`config.mk`:
```
export PLATFORM = sky130hd
export DESIGN_NAME = alu_exec_stage
export DESIGN_NICKNAME = d
export VERILOG_FILES = /design/src/rtl/alu_exec_pkg.sv /design/src/rtl/alu_core.sv /design/src/rtl/alu_exec_stage.sv
export SDC_FILE = /design/constraint.sdc
export NUM_CORES = 1
export LEC_CHECK = 0
export CAP_MARGIN = 20
export CELL_PAD_IN_SITES_DETAIL_PLACEMENT = 1
export CELL_PAD_IN_SITES_GLOBAL_PLACEMENT = 2
export CORE_MARGIN = 4
export CORE_UTILIZATION = 27
export CTS_CLUSTER_SIZE = 28
export DETAILED_ROUTE_END_ITERATION = 8
export PLACE_DENSITY_LB_ADDON = 0.1
export REMOVE_ABC_BUFFERS = 1
export SLEW_MARGIN = 20
export SYNTH_ARGS = -nofsm -noshare
export SYNTH_HDL_FRONTEND = slang
export SYNTH_SLANG_ARGS = --single-unit
```
`constraint.sdc`:
```
create_clock -name clk -period 5.83 [get_ports clk]
set_input_delay 1.4575 -clock clk [delete_from_list [all_inputs] [get_ports clk]]
set_output_delay 1.4575 -clock clk [all_outputs]
set_load 0.02 [all_outputs]
```
`src/rtl/alu_exec_pkg.sv`:
```
// ALU execute-stage shared types: op enum, alu_op classes, funct codes.
// Macro ALU_EXEC_SLT_EN enables the SLT funct (0x2A); otherwise it is illegal.
package alu_exec_pkg;

   typedef enum logic [2:0] {
      OP_ADD,
      OP_SUB,
      OP_AND,
      OP_OR,
      OP_SLT,
      OP_ILLEGAL
   } alu_fn_e;

   localparam logic [1:0] ALUOP_ADD   = 2'b00;
   localparam logic [1:0] ALUOP_SUB   = 2'b01;
   localparam logic [1:0] ALUOP_FUNCT = 2'b10;
   localparam logic [1:0] ALUOP_OR    = 2'b11;

   localparam logic [5:0] FUNCT_ADD = 6'h20;
   localparam logic [5:0] FUNCT_SUB = 6'h22;
   localparam logic [5:0] FUNCT_AND = 6'h24;
   localparam logic [5:0] FUNCT_OR  = 6'h25;
   localparam logic [5:0] FUNCT_SLT = 6'h2A;

   function automatic alu_fn_e funct_decode(
      input logic [5:0] f
   );
      alu_fn_e fn;
      fn = OP_ILLEGAL;
      case (f)
         FUNCT_ADD: fn = OP_ADD;
         FUNCT_SUB: fn = OP_SUB;
         FUNCT_AND: fn = OP_AND;
         FUNCT_OR:  fn = OP_OR;
`ifdef ALU_EXEC_SLT_EN
         FUNCT_SLT: fn = OP_SLT;
`endif
         default:   fn = OP_ILLEGAL;
      endcase
      return fn;
   endfunction

endpackage

```
`src/rtl/alu_core.sv`:
```
// Combinational ALU datapath: add/sub with carry, and/or, optional SLT.
// Macro ALU_EXEC_SLT_EN adds the signed comparator for SLT.
module alu_core
   import alu_exec_pkg::*;
#(
   parameter int DATA_W = 32
) (
   input  logic [DATA_W-1:0] a_i,
   input  logic [DATA_W-1:0] b_i,
   input  alu_fn_e           fn_i,
   output logic [DATA_W-1:0] result_o,
   output logic              carry_o,
   output logic              zero_o
);

   logic [DATA_W:0] sum;
   logic [DATA_W:0] dif;

   assign sum = {1'b0, a_i} + {1'b0, b_i};
   assign dif = {1'b0, a_i} + {1'b0, ~b_i}
              + {{DATA_W{1'b0}}, 1'b1};

`ifdef ALU_EXEC_SLT_EN
   logic lt;
   assign lt = $signed(a_i) < $signed(b_i);
`endif

   // Select result and carry; illegal ops yield zero
   always_comb begin
      result_o = '0;
      carry_o  = 1'b0;
      case (fn_i)
         OP_ADD: begin
            result_o = sum[DATA_W-1:0];
            carry_o  = sum[DATA_W];
         end
         OP_SUB: begin
            result_o = dif[DATA_W-1:0];
            carry_o  = dif[DATA_W];
         end
         OP_AND: result_o = a_i & b_i;
         OP_OR:  result_o = a_i | b_i;
`ifdef ALU_EXEC_SLT_EN
         OP_SLT: result_o = {{(DATA_W-1){1'b0}}, lt};
`endif
         default: begin
            result_o = '0;
            carry_o  = 1'b0;
         end
      endcase
   end

   assign zero_o = (result_o == '0);

endmodule

```
`src/rtl/alu_exec_stage.sv`:
```
// ALU execute stage: op decode, B-operand mux, output registers.
// Macro ALU_EXEC_SLT_EN enables funct 0x2A (SLT); default build has no SLT.
module alu_exec_stage
   import alu_exec_pkg::*;
#(
   parameter int DATA_W = 32
) (
   input  logic              clk,
   input  logic              reset,
   input  logic              en_i,
   input  logic [1:0]        alu_op_i,
   input  logic              alu_src_i,
   input  logic [DATA_W-1:0] reg_a_i,
   input  logic [DATA_W-1:0] reg_b_i,
   input  logic [DATA_W-1:0] imm_i,
   output logic [DATA_W-1:0] result_o,
   output logic              carry_o,
   output logic              zero_o,
   output logic              illegal_o
);

   logic [DATA_W-1:0] op_b;
   alu_fn_e           fn;

   logic [DATA_W-1:0] result_d, result_q;
   logic              carry_d, carry_q;
   logic              zero_d, zero_q;
   logic              illegal_d, illegal_q;

   assign op_b = alu_src_i ? imm_i : reg_b_i;

   // Decode main-control class, falling back to funct field
   always_comb begin
      fn = OP_ILLEGAL;
      unique case (1'b1)
         alu_op_i == ALUOP_ADD:   fn = OP_ADD;
         alu_op_i == ALUOP_SUB:   fn = OP_SUB;
         alu_op_i == ALUOP_OR:    fn = OP_OR;
         alu_op_i == ALUOP_FUNCT: fn = funct_decode(imm_i[5:0]);
         default:                 fn = OP_ILLEGAL;
      endcase
   end

   alu_core #(
      .DATA_W (DATA_W)
   ) u_core (
      .a_i      (reg_a_i),
      .b_i      (op_b),
      .fn_i     (fn),
      .result_o (result_d),
      .carry_o  (carry_d),
      .zero_o   (zero_d)
   );

   assign illegal_d = (fn == OP_ILLEGAL);

   // Capture ALU outputs when enabled; reset wins over enable
   always_ff @(posedge clk) begin
      if (!reset) begin
         result_q  <= '0;
         carry_q   <= 1'b0;
         zero_q    <= 1'b1;
         illegal_q <= 1'b0;
      end else if (en_i) begin
         result_q  <= result_d;
         carry_q   <= carry_d;
         zero_q    <= zero_d;
         illegal_q <= illegal_d;
      end
   end

   assign result_o  = result_q;
   assign carry_o   = carry_q;
   assign zero_o    = zero_q;
   assign illegal_o = illegal_q;

endmodule

```
==> run summary <==
#FFs+latches synth: 35
IO Count: 137
# clock sinks: 35
critical path capture point type: register
area growth from synthesis to layout: 32.3%
Detail Placement HPWL: 26,500 um
Post-synth EDFFs: 0
layout net count: 1,391
Slew headroom: 0.428
Max IR drop VDD: 0.101 mV
Routed WL per cell: 21.5 um
DR vias: 8,226
Total Wirelength: 32,500 um
sequential power share: 0.172
first-pass GRT wire length: 49,300 um
WS Path Type: in2reg
initial core utilization: 0.276
die width: 172 um
grt ovf: 0
largest family of logic cells by synthesized area: compound AO/OA/AOI/OAI gates
combinational cell fraction of total power: 0.665
Main synth FF type: dfxtp_1
Synth Area in Simple Gates: 0.207
Post-Layout Cell Count: 1,513
drt drc: 0
DP Worst Slack: -30.7 ps
hold buffer count at CTS: 0
total global-route track usage: 0.214
startpoint types: input port
top-count cell post-synth: ha_1
Arr. time, crit path: 5850 ps
Synth top area share: 0.190
Post-Place Cells: 1,505
diode count: 0
Post-Synth XOR/XNOR Area: 0.0181
synthesized area: 7250 um2
commonest cells in the netlist: ha_1 (110), nor2_1 (109), inv_1 (95)
Power Dens Cells: 167 nW/um2
switch share: 0.452
adder-cell share of the synthesized area: 0.195
Mean Syn Cell Area: 7.20 um2
initial antenna violation count: 0
die area: 29,500 um2
CORE AREA: 26,200 um2
max frequency: 178 MHz
cell count after synthesis: 1,007
post-layout min period: 5630 ps
Leak Pwr: 4.28 nW
status: finished clean
Compound-Gate Fraction of Synth Area: 0.335
Final Hold Vio Count: 0
Switching Power: 0.725 mW
Iteration-0 DRC Markers: 359
htree depth: 2
CP max FO: 4
setup violators final: 0
HP Class: reg2reg
Clock transition at path regs: 60 ps
Rows: 59
Setup TNS: 0 ps
Hold WS: 477 ps
Num CTS Buffers: 5
Clock Latency Late Sink: 280 ps
Max Cap Viol: 0
TritonCTS clock tree: built
Worst Max-Slew Pin Slew: 855 ps
via/cell ratio: 5.44
CTS Root Cell: clkbuf_16
DR pass1 iterations: 5
WP data required: 6060 ps
Int Pwr: 0.878 mW
YS warnings: 0
mux cell area share after synthesis: 0.0594
input/output buffers: 136
RSZ-0062 raised after global routing: no
Post-synth ARST share: 0
post-route ant nets: 0
count of cell types in the netlist: 88
chip height: 172 um
layout cells sized above 1: 0.105
clock buffer depth: 2
Seq/Total Area, Yosys: 0.0967
total power: 1.60 mW
Final period util: 0.965
Final Skew: 0 ps
fin worst setup slack: 203 ps
largest net degree at the start of global routing: 43
largest cells by area after synthesis: ha_1 (19%), dfxtp_1 (9.7%), a21oi_1 (6.0%), mux2i_1 (5.9%), nor2_1 (5.6%)
max-slew violations: 0
Synth area leader: ha_1
Clock power frac: 0.163
vias in the first global route: 8,228
RePlAce Congestion: 0.891
-- per-stage QoR --
step | utilization | area, um2
floorplan | - | 6980
global placement | 0.360 | 9440
detailed placement | 0.360 | 9440
CTS | 0.365 | 9580
global route | 0.366 | 9580
finish | 0.366 | 9580
-- layout make-up --
class	count	area, um2
Fill cell	3247	16600
Multi-Input combinational cell	814	5920
Timing Repair Buffer	221	2030
Sequential cell	35	701
Tap cell	335	419
Inverter	100	375
Clock buffer	7	133
Clock inverter	1	5.00
-- sequential cells by signal, indices dropped and copies added, names as in the netlist --
register and cells:
result_o 32, carry_o 1, illegal_o 1, zero_o 1
-- logic make-up after synthesis --
family | after synthesis
buffers and inverters | 158
xor gates and xnor gates | 15
adders and majority gates | 112
muxes | 43
AOI/OAI and AO/OA | 344
and+or+nand+nor | 300
DFF | 35
-- critical path: stages --
cell	delay, ps
clkdlybuf4s50_1	520
mux2i_1	310
ha_1	310
o21ba_1	220
or4_4	470
a211oi_2	400
o21a_1	270
a21bo_1	150
nor3_1	40
a2111oi_1	700
nand4_1	160
nor4_1	380
and4_1	280
a311o_1	150
-- timing repair --
action / CTS / global route
setup endpoints to repair: 0 / 1
buffers inserted: 0 / 0
endpoints found under the hold margin: 0 / 0
resized for setup: 0 / 1
-- layout by cell type (no fill, tap or decap), drive strengths merged, types with 12 or more instances in the layout --
master | synthesis | routed
a211oi | 24 | 24
a21o | 18 | 18
a21oi | 87 | 87
a221oi | 14 | 14
a31oi | 17 | 17
buf | 19 | 87
clkdlybuf4s50 | 0 | 134
dfxtp | 35 | 35
ha | 110 | 110
inv | 100 | 100
mux2i | 43 | 43
nand2 | 57 | 57
nand2b | 17 | 17
nand3 | 14 | 14
nand4 | 12 | 12
nor2 | 109 | 109
nor2b | 18 | 18
nor3 | 17 | 17
nor3b | 12 | 12
o211ai | 15 | 15
o21ai | 38 | 38
o21bai | 15 | 15
o22ai | 17 | 17
-- per-layer routing --
| metal | track usage | part of all wire | vias to the layer above |
|---|---|---|---|
| li1 | - | - | 4009 |
| met5 | 0 | 0 | - |
| met1 | 0.306 | 0.49 | 3990 |
| met4 | 0.0273 | 0.011 | 0 |
| met2 | 0.361 | 0.46 | 205 |
| met3 | 0.0165 | 0.045 | 22 |
-- power by group through the flow --
stage / sequential [mW] / combinational (mW) / clock [mW]
final: 0.276 / 1.07 / 0.261
after detailed placement: 0.282 / 1.06 / 0
after global placement: 0.281 / 1.06 / 0
after floorplan: 0.304 / 0.565 / 0
after CTS: 0.277 / 1.07 / 0.267
after global routing: 0.279 / 1.17 / 0.277
-- worst paths after layout --
check | start | end | slack (ps) | depth (start not counted)
worst max-delay path | imm_i[1] | zero_o | 200 | 14
worst min-delay path | result_o[6] | result_o[6] | 480 | 2
worst max register to register | zero_o | zero_o | 4980 | 2
worst min register to register | result_o[6] | result_o[6] | 480 | 2
No activity file was read; power rests on OpenSTA's default activity.
